<file path="src/rtl/vga_timing_monitor_if.sv">
// Signal bundle between a TinyVGA source (or test harness) and vga_timing_monitor.
interface vga_timing_monitor_if #(
  parameter int unsigned CW = 11
) ();
  logic [7:0]    i_vga_in;
  logic [CW-1:0] i_probe_x;
  logic [CW-1:0] i_probe_y;
  logic          i_err_clr;
  logic [CW-1:0] o_h_total;
  logic [CW-1:0] o_h_sync_len;
  logic [CW-1:0] o_v_total;
  logic [CW-1:0] o_v_sync_len;
  logic          o_locked;
  logic          o_frame_done;
  logic [5:0]    o_probe_rgb;
  logic          o_probe_valid;
  logic          o_err_timing;

  modport master (
    output i_vga_in, i_probe_x, i_probe_y, i_err_clr,
    input  o_h_total, o_h_sync_len, o_v_total, o_v_sync_len, o_locked, o_frame_done,
    input  o_probe_rgb, o_probe_valid, o_err_timing
  );

  modport slave (
    input  i_vga_in, i_probe_x, i_probe_y, i_err_clr,
    output o_h_total, o_h_sync_len, o_v_total, o_v_sync_len, o_locked, o_frame_done,
    output o_probe_rgb, o_probe_valid, o_err_timing
  );
endinterface

</file>
<file path="src/rtl/vga_timing_monitor.sv">
// Recovers VGA sync timing from the TinyVGA PMOD bus, locks onto a stable frame,
// flags geometry deviations and captures the colour at a programmable probe point.
module vga_timing_monitor #(
  parameter int unsigned CW              = 11,
  parameter bit          SYNC_ACTIVE_LOW = 1'b1
) (
  input logic                 clk,
  input logic                 rst_n,
  vga_timing_monitor_if.slave bus
);
  localparam logic [CW-1:0] CntMax  = '1;
  localparam logic [CW-1:0] CntOne  = CW'(1);
  // Reset the input stage to idle syncs so leaving reset never fakes an edge.
  localparam logic [7:0]    VgaIdle = {SYNC_ACTIVE_LOW, 3'b000, SYNC_ACTIVE_LOW, 3'b000};

  typedef enum logic [1:0] {StSearch, StMeasure, StLocked} state_e;

  function automatic logic [CW-1:0] sat_inc(input logic [CW-1:0] val);
    return (val == CntMax) ? val : val + CntOne;
  endfunction

  state_e        r_state;
  logic [7:0]    r_vga;
  logic          r_hs_prev, r_vs_prev, r_h_seen, r_frame_started;
  logic [CW-1:0] r_hcnt, r_hs_cnt, r_line_cnt, r_vs_cnt;
  logic [CW-1:0] r_h_total, r_h_sync_len, r_v_total, r_v_sync_len;
  logic          r_locked, r_frame_done, r_probe_valid, r_err;
  logic [5:0]    r_probe_rgb;

  logic          w_hs_act, w_vs_act, w_h_edge, w_v_edge, w_hs_fall, w_vs_fall;
  logic          w_h_check, w_mismatch, w_hit;
  logic [CW-1:0] w_meas_h, w_meas_v;
  logic [5:0]    w_rgb;

  assign w_hs_act  = r_vga[7] ^ SYNC_ACTIVE_LOW;
  assign w_vs_act  = r_vga[3] ^ SYNC_ACTIVE_LOW;
  assign w_h_edge  = w_hs_act & ~r_hs_prev;
  assign w_v_edge  = w_vs_act & ~r_vs_prev;
  assign w_hs_fall = ~w_hs_act & r_hs_prev;
  assign w_vs_fall = ~w_vs_act & r_vs_prev;
  assign w_meas_h  = sat_inc(r_hcnt);
  // A line start coincident with vsync still closes the outgoing frame.
  assign w_meas_v  = w_h_edge ? sat_inc(r_line_cnt) : r_line_cnt;
  assign w_h_check = w_h_edge & r_h_seen;
  assign w_mismatch = (r_state == StLocked) &
                      ((w_h_check & (w_meas_h != r_h_total)) |
                       (w_v_edge & (w_meas_v != r_v_total)));
  assign w_hit = (r_state == StLocked) & (r_hcnt == bus.i_probe_x) &
                 (r_line_cnt == bus.i_probe_y);
  assign w_rgb = {r_vga[0], r_vga[4], r_vga[1], r_vga[5], r_vga[2], r_vga[6]};

  always_ff @(posedge clk or negedge rst_n) begin
    if (!rst_n) begin
      r_vga      <= VgaIdle;
      r_hs_prev  <= 1'b0;
      r_vs_prev  <= 1'b0;
      r_h_seen   <= 1'b0;
      r_hcnt     <= '0;
      r_hs_cnt   <= '0;
      r_line_cnt <= '0;
      r_vs_cnt   <= '0;
    end else begin
      r_vga     <= bus.i_vga_in;
      r_hs_prev <= w_hs_act;
      r_vs_prev <= w_vs_act;
      r_hcnt    <= w_h_edge ? '0 : sat_inc(r_hcnt);
      r_hs_cnt  <= w_hs_act ? sat_inc(r_hs_cnt) : '0;
      if (w_h_edge) r_h_seen <= 1'b1;
      if (w_v_edge)      r_line_cnt <= '0;
      else if (w_h_edge) r_line_cnt <= sat_inc(r_line_cnt);
      if (!w_vs_act)     r_vs_cnt <= '0;
      else if (w_v_edge) r_vs_cnt <= w_h_edge ? CntOne : '0;
      else if (w_h_edge) r_vs_cnt <= sat_inc(r_vs_cnt);
    end
  end

  always_ff @(posedge clk or negedge rst_n) begin
    if (!rst_n) begin
      r_state         <= StSearch;
      r_frame_started <= 1'b0;
      r_h_total       <= '0;
      r_h_sync_len    <= '0;
      r_v_total       <= '0;
      r_v_sync_len    <= '0;
      r_locked        <= 1'b0;
      r_frame_done    <= 1'b0;
      r_probe_rgb     <= '0;
      r_probe_valid   <= 1'b0;
      r_err           <= 1'b0;
    end else begin
      r_frame_done  <= 1'b0;
      r_probe_valid <= w_hit;
      if (w_hit) r_probe_rgb <= w_rgb;
      if (w_mismatch)         r_err <= 1'b1;
      else if (bus.i_err_clr) r_err <= 1'b0;

      case (r_state)
        StSearch: begin
          if (w_v_edge) begin
            r_state         <= StMeasure;
            r_frame_started <= 1'b1;
          end
        end
        StMeasure: begin
          if (w_h_check) r_h_total    <= w_meas_h;
          if (w_hs_fall) r_h_sync_len <= r_hs_cnt;
          if (w_vs_fall) r_v_sync_len <= r_vs_cnt;
          // A full frame (v_edge to v_edge) must be observed before locking.
          if (w_v_edge) begin
            if (r_frame_started) begin
              r_v_total <= w_meas_v;
              r_locked  <= 1'b1;
              r_state   <= StLocked;
            end else begin
              r_frame_started <= 1'b1;
            end
          end
        end
        StLocked: begin
          if (w_mismatch) begin
            r_locked        <= 1'b0;
            r_state         <= StMeasure;
            r_frame_started <= w_v_edge;
            if (w_h_check) r_h_total <= w_meas_h;
            if (w_v_edge)  r_v_total <= w_meas_v;
          end else if (w_v_edge) begin
            r_frame_done <= 1'b1;
          end
        end
        default: r_state <= StSearch;
      endcase
    end
  end

  assign bus.o_h_total     = r_h_total;
  assign bus.o_h_sync_len  = r_h_sync_len;
  assign bus.o_v_total     = r_v_total;
  assign bus.o_v_sync_len  = r_v_sync_len;
  assign bus.o_locked      = r_locked;
  assign bus.o_frame_done  = r_frame_done;
  assign bus.o_probe_rgb   = r_probe_rgb;
  assign bus.o_probe_valid = r_probe_valid;
  assign bus.o_err_timing  = r_err;
endmodule

</file>
<file path="src/flat_wrapper.sv">
// flat-port wrapper written by rule: the top's interface ports become plain ports
module vga_timing_monitor_flat 
#(
  parameter int unsigned CW              = 11,
  parameter bit          SYNC_ACTIVE_LOW = 1'b1
)
  (clk, rst_n, bus_i_vga_in, bus_i_probe_x, bus_i_probe_y, bus_i_err_clr, bus_o_h_total, bus_o_h_sync_len, bus_o_v_total, bus_o_v_sync_len, bus_o_locked, bus_o_frame_done, bus_o_probe_rgb, bus_o_probe_valid, bus_o_err_timing);
  vga_timing_monitor_if #(.CW(CW)) bus_i ();
  input logic clk;
  input logic rst_n;
  input wire logic [$bits(bus_i.i_vga_in)-1:0] bus_i_vga_in;
  input wire logic [$bits(bus_i.i_probe_x)-1:0] bus_i_probe_x;
  input wire logic [$bits(bus_i.i_probe_y)-1:0] bus_i_probe_y;
  input wire logic [$bits(bus_i.i_err_clr)-1:0] bus_i_err_clr;
  output wire logic [$bits(bus_i.o_h_total)-1:0] bus_o_h_total;
  output wire logic [$bits(bus_i.o_h_sync_len)-1:0] bus_o_h_sync_len;
  output wire logic [$bits(bus_i.o_v_total)-1:0] bus_o_v_total;
  output wire logic [$bits(bus_i.o_v_sync_len)-1:0] bus_o_v_sync_len;
  output wire logic [$bits(bus_i.o_locked)-1:0] bus_o_locked;
  output wire logic [$bits(bus_i.o_frame_done)-1:0] bus_o_frame_done;
  output wire logic [$bits(bus_i.o_probe_rgb)-1:0] bus_o_probe_rgb;
  output wire logic [$bits(bus_i.o_probe_valid)-1:0] bus_o_probe_valid;
  output wire logic [$bits(bus_i.o_err_timing)-1:0] bus_o_err_timing;
  assign bus_i.i_vga_in = bus_i_vga_in;
  assign bus_i.i_probe_x = bus_i_probe_x;
  assign bus_i.i_probe_y = bus_i_probe_y;
  assign bus_i.i_err_clr = bus_i_err_clr;
  assign bus_o_h_total = bus_i.o_h_total;
  assign bus_o_h_sync_len = bus_i.o_h_sync_len;
  assign bus_o_v_total = bus_i.o_v_total;
  assign bus_o_v_sync_len = bus_i.o_v_sync_len;
  assign bus_o_locked = bus_i.o_locked;
  assign bus_o_frame_done = bus_i.o_frame_done;
  assign bus_o_probe_rgb = bus_i.o_probe_rgb;
  assign bus_o_probe_valid = bus_i.o_probe_valid;
  assign bus_o_err_timing = bus_i.o_err_timing;
  vga_timing_monitor #(.CW(CW), .SYNC_ACTIVE_LOW(SYNC_ACTIVE_LOW)) u_core (.clk(clk), .rst_n(rst_n), .bus(bus_i));
endmodule
</file>
<file path="config.mk">
export PLATFORM = sky130hd
export DESIGN_NAME = vga_timing_monitor_flat
export DESIGN_NICKNAME = d
export VERILOG_FILES = /design/src/rtl/vga_timing_monitor_if.sv /design/src/rtl/vga_timing_monitor.sv /design/src/flat_wrapper.sv
export SDC_FILE = /design/constraint.sdc
export NUM_CORES = 1
export LEC_CHECK = 0
export ABC_AREA = 1
export BUFFER_PORTS_ARGS = -buffer_cell sky130_fd_sc_hd__clkbuf_2
export CORE_MARGIN = 8
export CORE_UTILIZATION = 39
export DETAILED_ROUTE_END_ITERATION = 16
export HOLD_SLACK_MARGIN = 0.06
export PLACE_DENSITY = 0.69
export SKIP_CTS_REPAIR_TIMING = 1
export SYNTH_ARGS = -nofsm -noshare
export SYNTH_HDL_FRONTEND = slang
export SYNTH_SLANG_ARGS = --single-unit
</file>
<file path="constraint.sdc">
create_clock -name clk -period 2 [get_ports clk]
set_clock_uncertainty 0.1 [all_clocks]
set_input_delay 0.1 -clock clk [delete_from_list [all_inputs] [get_ports clk]]
set_output_delay 0.1 -clock clk [all_outputs]
set_load 0.03 [all_outputs]
</file>
After elaboration in Yosys (flattened, before gate mapping)
Cells that the tools add are included.
{ "totals": {"inputBits": 33, "output_inout_bits": 54, "word_cells": 107, "regBits": 112} }
{ "classes": {"add_sub_neg": 4, "n_reduce_logical": 14, "mux": 37, "eq_ne": 18, "bitwise": 15} }
{ "op_table": {"columns": ["cell", "n"], "rows": [
  ["2-to-1 mux 11 bit", 17],
  ["adder 11 x 1 -> 11 bit, second input constant", 4],
  ["== test 11 bit, second input constant", 4],
  ["case mux 11 bit (2 select lines)", 2],
  ["== test 11 bit", 2],
  ["!= test 11 bit", 2],
  ["!= test 2 x 1 -> 1 bit, second input constant", 7],
  ["2-to-1 mux 1 bit", 11],
  ["bitwise AND 1 bit", 10],
  ["2-to-1 mux 2 bit", 4],
  ["AND reduction 2 bit", 4],
  ["AND reduction 4 bit", 2],
  ["case mux 2 bit (3 select lines)", 1],
  ["nonzero test 2 bit", 3],
  ["AND reduction 5 bit", 1],
  ["inverter 1 bit", 4],
  ["case mux 1 bit (2 select lines)", 2],
  ["!= test 3 x 1 -> 1 bit, second input constant", 1],
  ["AND reduction 3 bit", 1],
  ["nonzero test 3 bit", 1],
  ["== test 2 x 1 -> 1 bit, second input constant", 1],
  ["== test 2 bit, second input constant", 1],
  ["logical NOT 2 bit", 1],
  ["OR reduction 2 bit", 1],
  ["OR 1 bit", 1]
]} }

Depth between registers and ports, before layout
Gate-level depths: netlist of run 1.
{ "logic_depth": {"depth_word": 9, "depth_mapped": 18} }

Worst setup path after synthesis of run 1
No wires, ideal clock.
{ "synth_timing": {"path_kind": "reg2reg", "start": "register u_core.r_hcnt[0]", "end": "register u_core.r_v_total[5] (netlist: u_core.bus.o_v_total[5])", "slack_ns": -0.246, "path_buffers": 2, "arrival_time_ns": 2.027, "setup_time_ns": 0.119, "synth_period_minus_slack_ns": 2.246, "stages_incl_launch_ff": 17, "t_required_ns": 1.781, "cell_sequence": "dfrtp_1 > ha_1 > nand2_1 > nor2_8 > nand3_4 > buf_6 > nand3_2 > nand2_1 > nand2_1 > nand2_1 > nor2_1 > nand3_1 > nand2_2 > nand3_4 > nand2_4 > buf_12 > o21ai_2"} }
{ "synth_between": {"elab_chain_len": 8, "word_cells_on_any_way": 9, "classes_between": "add/sub: 1; eq/ne: 3; mux: 1; bitwise: 3; reduce/logical: 1"} }
{ "synth_rtl": {"columns": ["item", "line_no", "source"], "rows": [
  ["from (decl)", "vga_timing_monitor.sv:25", "logic [CW-1:0] r_hcnt, r_hs_cnt, r_line_cnt, r_vs_cnt;"],
  ["from (signal assigned)", "vga_timing_monitor.sv:66", "r_hcnt <= w_h_edge ? '0 : sat_inc(r_hcnt);"],
  ["adder 11 x 1 -> 11 bit / == test 11 bit (equally long branches)", "vga_timing_monitor.sv:19", "return (val == CntMax) ? val : val + CntOne;"],
  ["2-to-1 mux 11 bit (*)", null, null],
  ["!= test 11 bit (*)", "vga_timing_monitor.sv:46", "((w_h_check & (w_meas_h != r_h_total)) |"],
  ["bitwise AND 1 bit (*)", "vga_timing_monitor.sv:46", null],
  ["OR 1 bit (*)", "vga_timing_monitor.sv:46", null],
  ["bitwise AND 1 bit (*)", "vga_timing_monitor.sv:45", "assign w_mismatch = (r_state == StLocked) &"],
  ["!= test 2 x 1 -> 1 bit (no source line) (*)", null, null],
  ["AND reduction 5 bit (no source line) (*)", null, null],
  ["to (signal assigned)", "vga_timing_monitor.sv:111", "r_v_total <= w_meas_v;"],
  ["to (signal assigned)", "vga_timing_monitor.sv:125", "if (w_v_edge) r_v_total <= w_meas_v;"],
  ["to (decl)", "vga_timing_monitor.sv:26", "logic [CW-1:0] r_h_total, r_h_sync_len, r_v_total, r_v_sync_len;"]
]} }
Mark *: on every way between the ends. The rest lies on a longest branch, timed or not.
A chain may end at the register's enable or synchronous reset.

Final worst setup path of run 1
{ "layout_timing": {"start": "register u_core.r_line_cnt[1]", "end": "register u_core.r_h_total[8] (netlist: u_core.bus.o_h_total[8])"} }
{ "layout_between": {"elab_chain_len": 9, "word_cells_on_any_way": 10, "classes_between": "add/sub: 1; eq/ne: 3; mux: 2; bitwise: 3; reduce/logical: 1"} }
{ "layout_rtl": {"columns": ["item", "line_no", "source"], "rows": [
  ["from (decl)", "vga_timing_monitor.sv:25", null],
  ["from (signal assigned)", "vga_timing_monitor.sv:70", "else if (w_h_edge) r_line_cnt <= sat_inc(r_line_cnt);"],
  ["adder 11 x 1 -> 11 bit / == test 11 bit (equally long branches)", "vga_timing_monitor.sv:19", null],
  ["2-to-1 mux 11 bit", null, null],
  ["2-to-1 mux 11 bit (*)", "vga_timing_monitor.sv:43", "assign w_meas_v = w_h_edge ? sat_inc(r_line_cnt) : r_line_cnt;"],
  ["!= test 11 bit (*)", "vga_timing_monitor.sv:47", "(w_v_edge & (w_meas_v != r_v_total)));"],
  ["bitwise AND 1 bit (*)", "vga_timing_monitor.sv:47", null],
  ["OR 1 bit (*)", "vga_timing_monitor.sv:46", null],
  ["bitwise AND 1 bit (*)", "vga_timing_monitor.sv:45", null],
  ["!= test 2 x 1 -> 1 bit (no source line) (*)", null, null],
  ["AND reduction 2 bit (no source line) (*)", null, null],
  ["to (signal assigned)", "vga_timing_monitor.sv:105", "if (w_h_check) r_h_total <= w_meas_h;"],
  ["to (signal assigned)", "vga_timing_monitor.sv:124", "if (w_h_check) r_h_total <= w_meas_h;"],
  ["to (decl)", "vga_timing_monitor.sv:26", null]
]} }
Marks and branches as above.

==> results of run 1 <==
## worst paths after layout
kind	startpoint	endpoint	depth (start not counted)
worst max-delay path	u_core.r_line_cnt[1]$_DFF_PN0_	u_core.bus.o_h_total[8]$_DFFE_PN0P_	15
min in group clk	bus_i_vga_in[7]	u_core.r_vga[7]$_DFF_PN1_	2
worst max register to register	u_core.r_line_cnt[1]$_DFF_PN0_	u_core.bus.o_h_total[8]$_DFFE_PN0P_	15
max in group asynchronous	rst_n	u_core.r_vga[7]$_DFF_PN1_	3
worst min register to register	u_core.r_vga[6]$_DFF_PN0_	u_core.bus.o_probe_rgb[0]$_DFFE_PN0P_	2
worst min-delay path	rst_n	u_core.bus.o_h_total[1]$_DFFE_PN0P_	3
## synth_stat cells, drive strengths merged, types with 2 or more instances
master   count
o21ai       63
ha           7
a221oi       2
o22ai        2
nor3b        3
inv         99
dfstp        2
clkbuf       6
nand3b       7
nand4       15
nand3       56
nand2      209
a21oi       17
o2111ai      2
nor3        13
xnor2        9
buf          7
nor4         3
nor2        53
xor2         8
dfrtp      110
## cells by family after synthesis
group | share of synthesized area
compound gates | 0.0903
xor+xnor | 0.0296
mux | 0.00194
fa+ha+maj | 0.0151
flops | 0.484
buf+inv | 0.0825
simple gates | 0.296
## registers in the layout, indices dropped and copies added, names as in the netlist, 11 cells and up
name / flops
u_core.r_hs_cnt: 11
u_core.r_line_cnt: 11
u_core.bus.o_v_sync_len: 11
u_core.r_vs_cnt: 11
u_core.bus.o_h_sync_len: 11
u_core.bus.o_h_total: 11
u_core.r_hcnt: 11
u_core.bus.o_v_total: 11
## cells in the final DEF, fill, tap and decap left out, drive strengths merged, types with 7 or more instances in the layout
master / netlist / routed
xnor2: 9 / 9
nand2: 209 / 209
xor2: 8 / 8
a21oi: 17 / 17
nor2: 53 / 53
ha: 7 / 7
buf: 7 / 97
nand4: 15 / 15
clkbuf: 6 / 97
nand3: 56 / 57
o21ai: 63 / 63
nor3: 13 / 13
dfrtp: 110 / 110
dlygate4sd3: 0 / 10
nand3b: 7 / 7
inv: 99 / 99
## worst register-to-register path, delay by kind of cell (launching register included)
| kind | cells | cell delay (ns) |
|---|---|---|
| adder cells (fa/ha/maj) | 1 | 0.18 |
| buffers and inverters | 1 | 0.17 |
| flip-flops | 1 | 0.40 |
| AO/OA/AOI/OAI | 1 | 0.06 |
| AND/OR/NAND/NOR | 12 | 1.33 |
## layer usage
layer,up-vias,share of wire
met4,0,0.013
met5,-,0
li1,2651,-
met3,14,0.052
met2,123,0.50
met1,2529,0.44
## area by class of cell
cell class	count	area [um2]	share of cell area
timing repair buffer	193	1350	0.169
clock inverter	5	31.3	0.00390
multi-input combinational	480	2970	0.370
sequential	112	2810	0.350
tap	184	230	0.0287
clock buffer	11	253	0.0315
inverter	100	385	0.0480
## report_power, final
part | leakage (nW) | switching, W | total [W] | internal [W]
clock | 0.141 | 0.000827 | 0.00174 | 0.000911
combinational | 2.40 | 0.00142 | 0.00236 | 0.000939
sequential | 1.50 | 0.000223 | 0.00271 | 0.00249
total | 4.04 | 0.00247 | 0.00680 | 0.00434
## metrics by stage
stage,std cells,power (W),utilization,setup slack [ns],hold slack (ns)
final,1085,0.00680,0.553,-0.346,0.188
after global routing,1085,0.00722,0.553,-0.512,0.225
after CTS,1062,0.00660,0.506,-0.382,-0.350
after detailed placement,1046,0.00484,0.486,-0.352,0.0286
after global placement,1046,0.00481,0.486,-0.281,0.0254
after floorplan,704,0.00413,-,-0.171,-0.296
==> flow_summary.json, run 1 <==
{
  "outcome": "finished with violations",
  "violations": "setup timing",
  "synth_flop_cell": "dfrtp_1",
  "cts_buffers": 9,
  "maxSlewHeadroom": 0.707,
  "cts.sinks": 112,
  "ys_ff_latch": 112,
  "totalWireLength_um": 15300,
  "gr-usage-all-layers": 0.153,
  "power.leakage_nw": 4.04,
  "gp_congestion": 0.863,
  "critPathLaunchType": "flop",
  "io_buffers": 86,
  "yosys_warnings": 0,
  "finalCritPeriodShare": 1.17,
  "crit_family": "simple AND/OR/NAND/NOR gates",
  "cts.path.max_buffers": 2,
  "critPathBufInv": 1,
  "grtUsageMet3": 0.0243,
  "n_antenna_cell": 0,
  "cp.arrival_ns": 2.48,
  "viasPerCell": 4.90,
  "crit_type": "reg2reg",
  "cap_violations": 0,
  "critPathMaxFanout": 10,
  "fin_setup_tns_ns": -10.16,
  "post-dp-hpwl_um": 10800,
  "drv_slew": 0,
  "synthDominantCellAreaShare": 0.475,
  "cts_root_buf": "clkbuf_16",
  "grt_setup_unrepaired": "yes",
  "setup_violations": 45,
  "final_antenna_net_count": 0,
  "yosys.area.top_type": "dfrtp_1",
  "slowest_stage": "dfrtp_1",
  "wl_per_cell_um": 14.1,
  "n_fill_cell": 1328,
  "tightest_slew_ns": 0.436,
  "synth.avg_cell_area_um2": 8.23,
  "design.final.nets": 936,
  "core_area_mm2": 0.0145,
  "grt_start_max_net_pins": 60,
  "synth_area_mm2": 0.00579,
  "ys_seq_area_frac": 0.484,
  "vias": 5317,
  "h-tree-depth": 3,
  "path_cells": "ha_4 -> nand2_2 -> nor2_2 -> nand3_4 -> nand2_1 -> nand2_1 -> nand3b_1 -> nand3_1 -> nor2_2 -> nand3_2 -> nand2_2 -> nand3_4 -> nand2_4 -> clkbuf_16 -> o21ai_1",
  "grt_pass1_wl_um": 23200,
  "drive_gt1_frac": 0.385,
  "row_count": 44,
  "powerDensity_mw_per_mm2": 847,
  "path_clk_slew_ns": 0.07,
  "synth_edf_count": 0,
  "synth.area.top_cells": "dfrtp_1 48%, nand2_1 13%, inv_1 6.2%",
  "area_growth_syn_to_layout_pct": 38.6,
  "use_met2": 0.246,
  "io_pins": 87,
  "die_y_um": 138,
  "min_path_type": "in2async",
  "grt_use_met1": 0.204,
  "synth.distinct_cells": 46,
  "layout_min_cycle_time_ns": 2.35,
  "clk_latency_ns": 0.35,
  "syn_nets": 744,
  "end_kind": "flop",
  "cts_tree": "yes",
  "hold_viol": 0,
  "design_area_mm2": 0.00803,
  "slowest_delay_ns": 0.40,
  "ir_worst_vdd_mv": 0.574,
  "cp.required_ns": 2.14,
  "synth-async-reset-ratio": 1.00,
  "ff2ff_setup_slack_ns": -0.35,
  "busiest_layer": "met2",
  "first_pass_iters": 5,
  "start_util": 0.399,
  "grt_pass1_vias": 4796,
  "globalRouteOverflowTotal": 0,
  "antenna_found_initial": 0,
  "fin_ws_ns": -0.346,
  "place_area_mm2": 0.00707,
  "die_w_um": 138,
  "synthCells": 704,
  "drt_iter0_markers": 324,
  "max_freq_mhz": 426,
  "drc_errors": 0,
  "die-area_mm2": 0.0190
}
No activity file was read; power rests on OpenSTA's default activity.
==> run 2: changes to the inputs <==
ABC_CLOCK_PERIOD_IN_PS = 2000   (was unset)
CORE_UTILIZATION = 45   (was 39)
PLACE_DENSITY = 0.77   (was 0.69)
==> run 2 against run 1 <==
Effect of this change: the run still ends with setup timing left; count of clock-buffer cells in the layout did not move; wire length grew 2.5%; utilization is 8.0 points higher; critical endpoint is now u_core.bus.o_h_total[2]$_DFFE_PN0P_.
==> flow_summary.json, run 2 (synthesized netlist as in run 1, its figures left out) <==
{
  "r2r-start": "u_core.r_hcnt[0]$_DFF_PN0_",
  "outcome": "finished with violations",
  "die_w_um": 129,
  "grt_start_max_net_pins": 113,
  "crit_type": "reg2reg",
  "critPathMaxFanout": 7,
  "finalPower_w": 0.00697,
  "n_fill_cell": 1024,
  "grt_pass1_vias": 4981,
  "maxSlewHeadroom": 0.531,
  "regArea_mm2": 0.00281,
  "final_antenna_net_count": 0,
  "reg2reg_depth": 17,
  "grt_setup_unrepaired": "yes",
  "post-dp-hpwl_um": 10300,
  "cp.arrival_ns": 2.65,
  "grt_pass1_wl_um": 23000,
  "gp_congestion": 0.852,
  "setup_violations": 40,
  "cap_violations": 0,
  "cts.path.max_buffers": 2,
  "cts_tree": "yes",
  "core_area_mm2": 0.0126,
  "tightest_slew_ns": 0.698,
  "io_buffers": 86,
  "hold_viol": 0,
  "drt_iter0_markers": 329,
  "start_util": 0.459,
  "min_path_type": "in2async",
  "multi_input_area_mm2": 0.00289,
  "ir_worst_vdd_mv": 0.764,
  "layout_min_cycle_time_ns": 2.47,
  "vias": 5371,
  "h-tree-depth": 3,
  "ff2ff_setup_slack_ns": -0.47,
  "power.leakage_nw": 4.04,
  "globalRouteOverflowTotal": 0,
  "cts.sinks": 112,
  "final_cell_mix": "165 x nand2_1, 107 x dfrtp_1, 88 x inv_1",
  "drc_errors": 0,
  "fin_ws_ns": -0.473,
  "cts_buffers": 9,
  "finalCritPeriodShare": 1.24,
  "row_count": 41,
  "path_clk_slew_ns": 0.08,
  "gr-usage-all-layers": 0.170,
  "clk_latency_ns": 0.36,
  "cts_root_buf": "clkbuf_16",
  "io_pins": 87,
  "place_ws_ns": -0.372,
  "powerDensity_mw_per_mm2": 872,
  "crit_family": "simple AND/OR/NAND/NOR gates",
  "n_antenna_cell": 0,
  "end_kind": "flop",
  "drive_gt1_frac": 0.371,
  "slowest_delay_ns": 0.41,
  "layout.cells.most_common": "nand2_1",
  "viasPerCell": 4.99,
  "die_y_um": 129,
  "path_cells": "ha_4 -> nand2_4 -> nor2_8 -> nand3_4 -> buf_6 -> nand3_4 -> nand2_2 -> nand2_1 -> nand2_1 -> nor2_1 -> nand3_1 -> nand2_2 -> nand3_4 -> nand2_8 -> clkbuf_16 -> nand2_1 -> o21ai_1",
  "cp.required_ns": 2.18,
  "max_freq_mhz": 404,
  "slowest_stage": "dfrtp_2",
  "critPathLaunchType": "flop",
  "antenna_found_initial": 0,
  "design.final.nets": 939,
  "violations": "setup timing",
  "area_growth_syn_to_layout_pct": 37.9,
  "first_pass_iters": 5,
  "critPathBufInv": 2,
  "totalWireLength_um": 15700,
  "reg2reg_to": "u_core.bus.o_h_total[2]$_DFFE_PN0P_",
  "drv_slew": 0,
  "wl_per_cell_um": 14.6,
  "die-area_mm2": 0.0168
}
## run 2: worst max path at each step
stage / from / end / cells after the start
2_1_floorplan: u_core.r_line_cnt[0]$_DFF_PN0_ / u_core.bus.o_v_total[5]$_DFFE_PN0P_ / 17
3_3_place_gp: u_core.r_hcnt[1]$_DFF_PN0_ / u_core.bus.o_v_total[10]$_DFFE_PN0P_ / 14
3_5_place_dp: u_core.r_hcnt[1]$_DFF_PN0_ / u_core.bus.o_v_total[2]$_DFFE_PN0P_ / 14
4_1_cts: u_core.r_hcnt[1]$_DFF_PN0_ / u_core.bus.o_v_total[2]$_DFFE_PN0P_ / 14
5_1_grt: u_core.r_hcnt[6]$_DFF_PN0_ / u_core.bus.o_h_total[2]$_DFFE_PN0P_ / 16
6_report: u_core.r_hcnt[0]$_DFF_PN0_ / u_core.bus.o_h_total[2]$_DFFE_PN0P_ / 17
## run 2: routing by layer
layer,global-route usage,part of all wire,wire (um)
met2,0.285,0.50,7820
met3,0.0329,0.053,831
met5,0,0,0
met1,0.214,0.43,6700
met4,0.0642,0.022,344
## run 2: where the power goes
| group | internal [W] | switching [W] |
|---|---|---|
| clock | 0.00104 | 0.000841 |
| sequential | 0.00249 | 0.000218 |
| combinational | 0.000932 | 0.00145 |
## run 2: tightest hold or removal path, stage by stage
cell and delay (ns):
dlygate4sd3_1 0.53, buf_4 0.11, buf_12 0.38
## run 2: stage by stage
step,setup TNS (ns),utilization,area (um2),hold slack [ns],std cells
after floorplan,-3.95,-,5830,-0.296,704
after global placement,-8.24,0.555,7000,0.0889,1028
after detailed placement,-10.12,0.555,7000,0.0889,1028
after CTS,-11.35,0.579,7300,-0.291,1044
after global routing,-17.68,0.633,7990,0.273,1076
final,-11.36,0.633,7990,0.209,1076
## run 2: final cells by class
| type | count | area share |
|---|---|---|
| multi-input cells | 480 | 0.361 |
| clock buffers | 11 | 0.0316 |
| repair buffers | 196 | 0.173 |
| inverters | 100 | 0.0483 |
| flip-flops and latches | 112 | 0.352 |
| clock inverters | 5 | 0.00674 |
| well taps | 172 | 0.0269 |
==> run 3: changes to the inputs <==
CORE_UTILIZATION = 52   (was 45)
PLACE_DENSITY = 0.86   (was 0.77)
==> run 3 against run 2 <==
Effect of this change: the run still ends with setup timing left; highest routed layer unchanged; sequential cell count unchanged; maximum frequency down 0.83%; global-route usage grew 2.3 points; wire length up 6.3%; first-iteration DRC count is 38% higher; utilization up 10 points; design area is 0.13% lower; setup slack worse by 0.021 ns.
==> flow_summary.json, run 3 (synthesized netlist as in run 1, its figures left out) <==
{
  "regArea_mm2": 0.00281,
  "first_pass_iters": 5,
  "powerDensity_mw_per_mm2": 845,
  "seq_power_share": 0.404,
  "path_clk_slew_ns": 0.10,
  "design_area_mm2": 0.00798,
  "start_util": 0.534,
  "finalCritPeriodShare": 1.25,
  "die-area_mm2": 0.0148,
  "power_switching_w": 0.00262,
  "internal_power_w": 0.00412,
  "drive_gt1_frac": 0.381,
  "multi_input_area_mm2": 0.00300,
  "cts.path.max_buffers": 2,
  "min_path_type": "in2reg",
  "cts_buffers": 9,
  "max_freq_mhz": 401,
  "n_fill_cell": 752,
  "crit_path_start": "u_core.r_hcnt[0]$_DFF_PN0_",
  "place_area_mm2": 0.00700,
  "final_cell_mix": "156 x nand2_1, 108 x dfrtp_1, 89 x inv_1",
  "drc_errors": 0,
  "io_pins": 87,
  "end_kind": "flop",
  "cts_root_buf": "clkbuf_8",
  "cp.required_ns": 2.21,
  "vias": 5621,
  "cp.arrival_ns": 2.70,
  "ir_worst_vdd_mv": 0.607,
  "reg2reg_to": "u_core.bus.o_v_total[4]$_DFFE_PN0P_",
  "violations": "setup timing",
  "design.final.nets": 942,
  "final_core_util": 0.736,
  "die_w_um": 122,
  "layout.cells.most_common": "nand2_1",
  "viasPerCell": 5.37,
  "cts_tree": "yes",
  "r2r-start": "u_core.r_hcnt[0]$_DFF_PN0_",
  "totalWireLength_um": 16700,
  "post-dp-hpwl_um": 10600,
  "tightest_slew_ns": 0.577,
  "die_y_um": 122,
  "outcome": "finished with violations",
  "cap_violations": 0,
  "maxSlewHeadroom": 0.615,
  "grt_pass1_wl_um": 23500,
  "critPathLaunchType": "flop",
  "area_growth_syn_to_layout_pct": 37.7,
  "drt_iter0_markers": 455,
  "hold_viol": 0,
  "critPathCapture": "u_core.bus.o_v_total[4]$_DFFE_PN0P_",
  "place_inst": 1001,
  "gr-usage-all-layers": 0.193,
  "core_area_mm2": 0.0108,
  "grt_start_max_net_pins": 113,
  "fin_ws_ns": -0.493,
  "fin_cells": 1047,
  "fin_setup_tns_ns": -13.65,
  "io_buffers": 86,
  "antenna_found_initial": 0,
  "ff2ff_setup_slack_ns": -0.49,
  "h-tree-depth": 3,
  "grt_setup_unrepaired": "yes",
  "p_sw_frac": 0.388,
  "row_count": 38,
  "cts.sinks": 112,
  "crit_type": "reg2reg",
  "globalRouteOverflowTotal": 0,
  "reg2reg_depth": 17,
  "power.leakage_nw": 4.02,
  "layout_min_cycle_time_ns": 2.49,
  "clkPwrFrac": 0.205,
  "grt_pass1_vias": 5165,
  "critPathMaxFanout": 5,
  "clk_latency_ns": 0.38,
  "p_comb_frac": 0.392,
  "setup_violations": 43,
  "drv_slew": 0,
  "gp_congestion": 0.892,
  "final_antenna_net_count": 0,
  "n_antenna_cell": 0,
  "wl_per_cell_um": 15.9
}
==> run 3: cell types whose count changed in the layout (fill, tap and decap cells not counted), sizes merged <==
| cell | before | now |
|---|---|---|
| clkinv | 4 | 2 |
| clkinvlp | 0 | 4 |
| clkbuf | 98 | 96 |
| inv | 100 | 99 |
| nand2 | 209 | 212 |
| buf | 99 | 100 |
==> run 3: worst min path at each step <==
| stage | from | endpoint | slack (ns) | cells past startpoint |
|---|---|---|---|---|
| CTS | bus_i_vga_in[7] | u_core.r_vga[7]$_DFF_PN1_ | -0.32 | 1 |
| detailed placement | bus_i_vga_in[7] | u_core.r_vga[7]$_DFF_PN1_ | 0.09 | 1 |
| floorplan | rst_n | u_core.bus.o_err_timing$_DFFE_PN0P_ | -0.30 | 0 |
| global route | bus_i_probe_x[2] | u_core.bus.o_probe_valid$_DFF_PN0_ | 0.19 | 6 |
| finish | bus_i_probe_x[2] | u_core.bus.o_probe_valid$_DFF_PN0_ | 0.16 | 6 |
| global placement | bus_i_vga_in[3] | u_core.r_vga[3]$_DFF_PN1_ | 0.09 | 1 |
==> run 3: power groups by stage <==
stage	logic, W	clock network [W]	registers, W
6_report	0.00264	0.00138	0.00272
2_1_floorplan	0.00117	0	0.00296
5_1_grt	0.00285	0.00150	0.00275
3_5_place_dp	0.00210	0	0.00272
4_1_cts	0.00211	0.00141	0.00268
3_3_place_gp	0.00203	0	0.00272
==> run 3: layout make-up <==
cell class	instances	share of cell area
Multi-Input combinational cell	483	0.376
Sequential cell	112	0.352
Timing Repair Buffer	196	0.175
Inverter	100	0.0486
Tap cell	140	0.0220
Clock buffer	10	0.0173
Clock inverter	6	0.00863
==> run 3: routing by layer <==
layer  wire (um)  share of wire  GRT usage
met2        8340           0.50      0.325
met5           0              0          0
met3        1110          0.066     0.0384
met4         561          0.034     0.0717
met1        6680           0.40      0.241
==> run 3: worst max-delay path: stages, from the launching register on <==
cell,delay (ns)
dfrtp_2,0.44
ha_4,0.17
nand2_4,0.09
nor2_8,0.05
xnor2_1,0.25
nand2_1,0.15
nand2_1,0.09
nand2_1,0.07
inv_1,0.07
nand2_1,0.05
nor2_1,0.09
nand3_1,0.12
nand2_2,0.12
nand3_4,0.12
buf_12,0.18
nand2_8,0.09
nand2_1,0.09
o21ai_2,0.07
==> run 3: stage by stage <==
step	worst slack, ns	total power, W	hold WS, ns
final	-0.493	0.00674	0.156
after global routing	-0.596	0.00710	0.188
after CTS	-0.437	0.00620	-0.318
after detailed placement	-0.400	0.00482	0.0910
after global placement	-0.286	0.00475	0.0894
after floorplan	-0.171	0.00413	-0.296
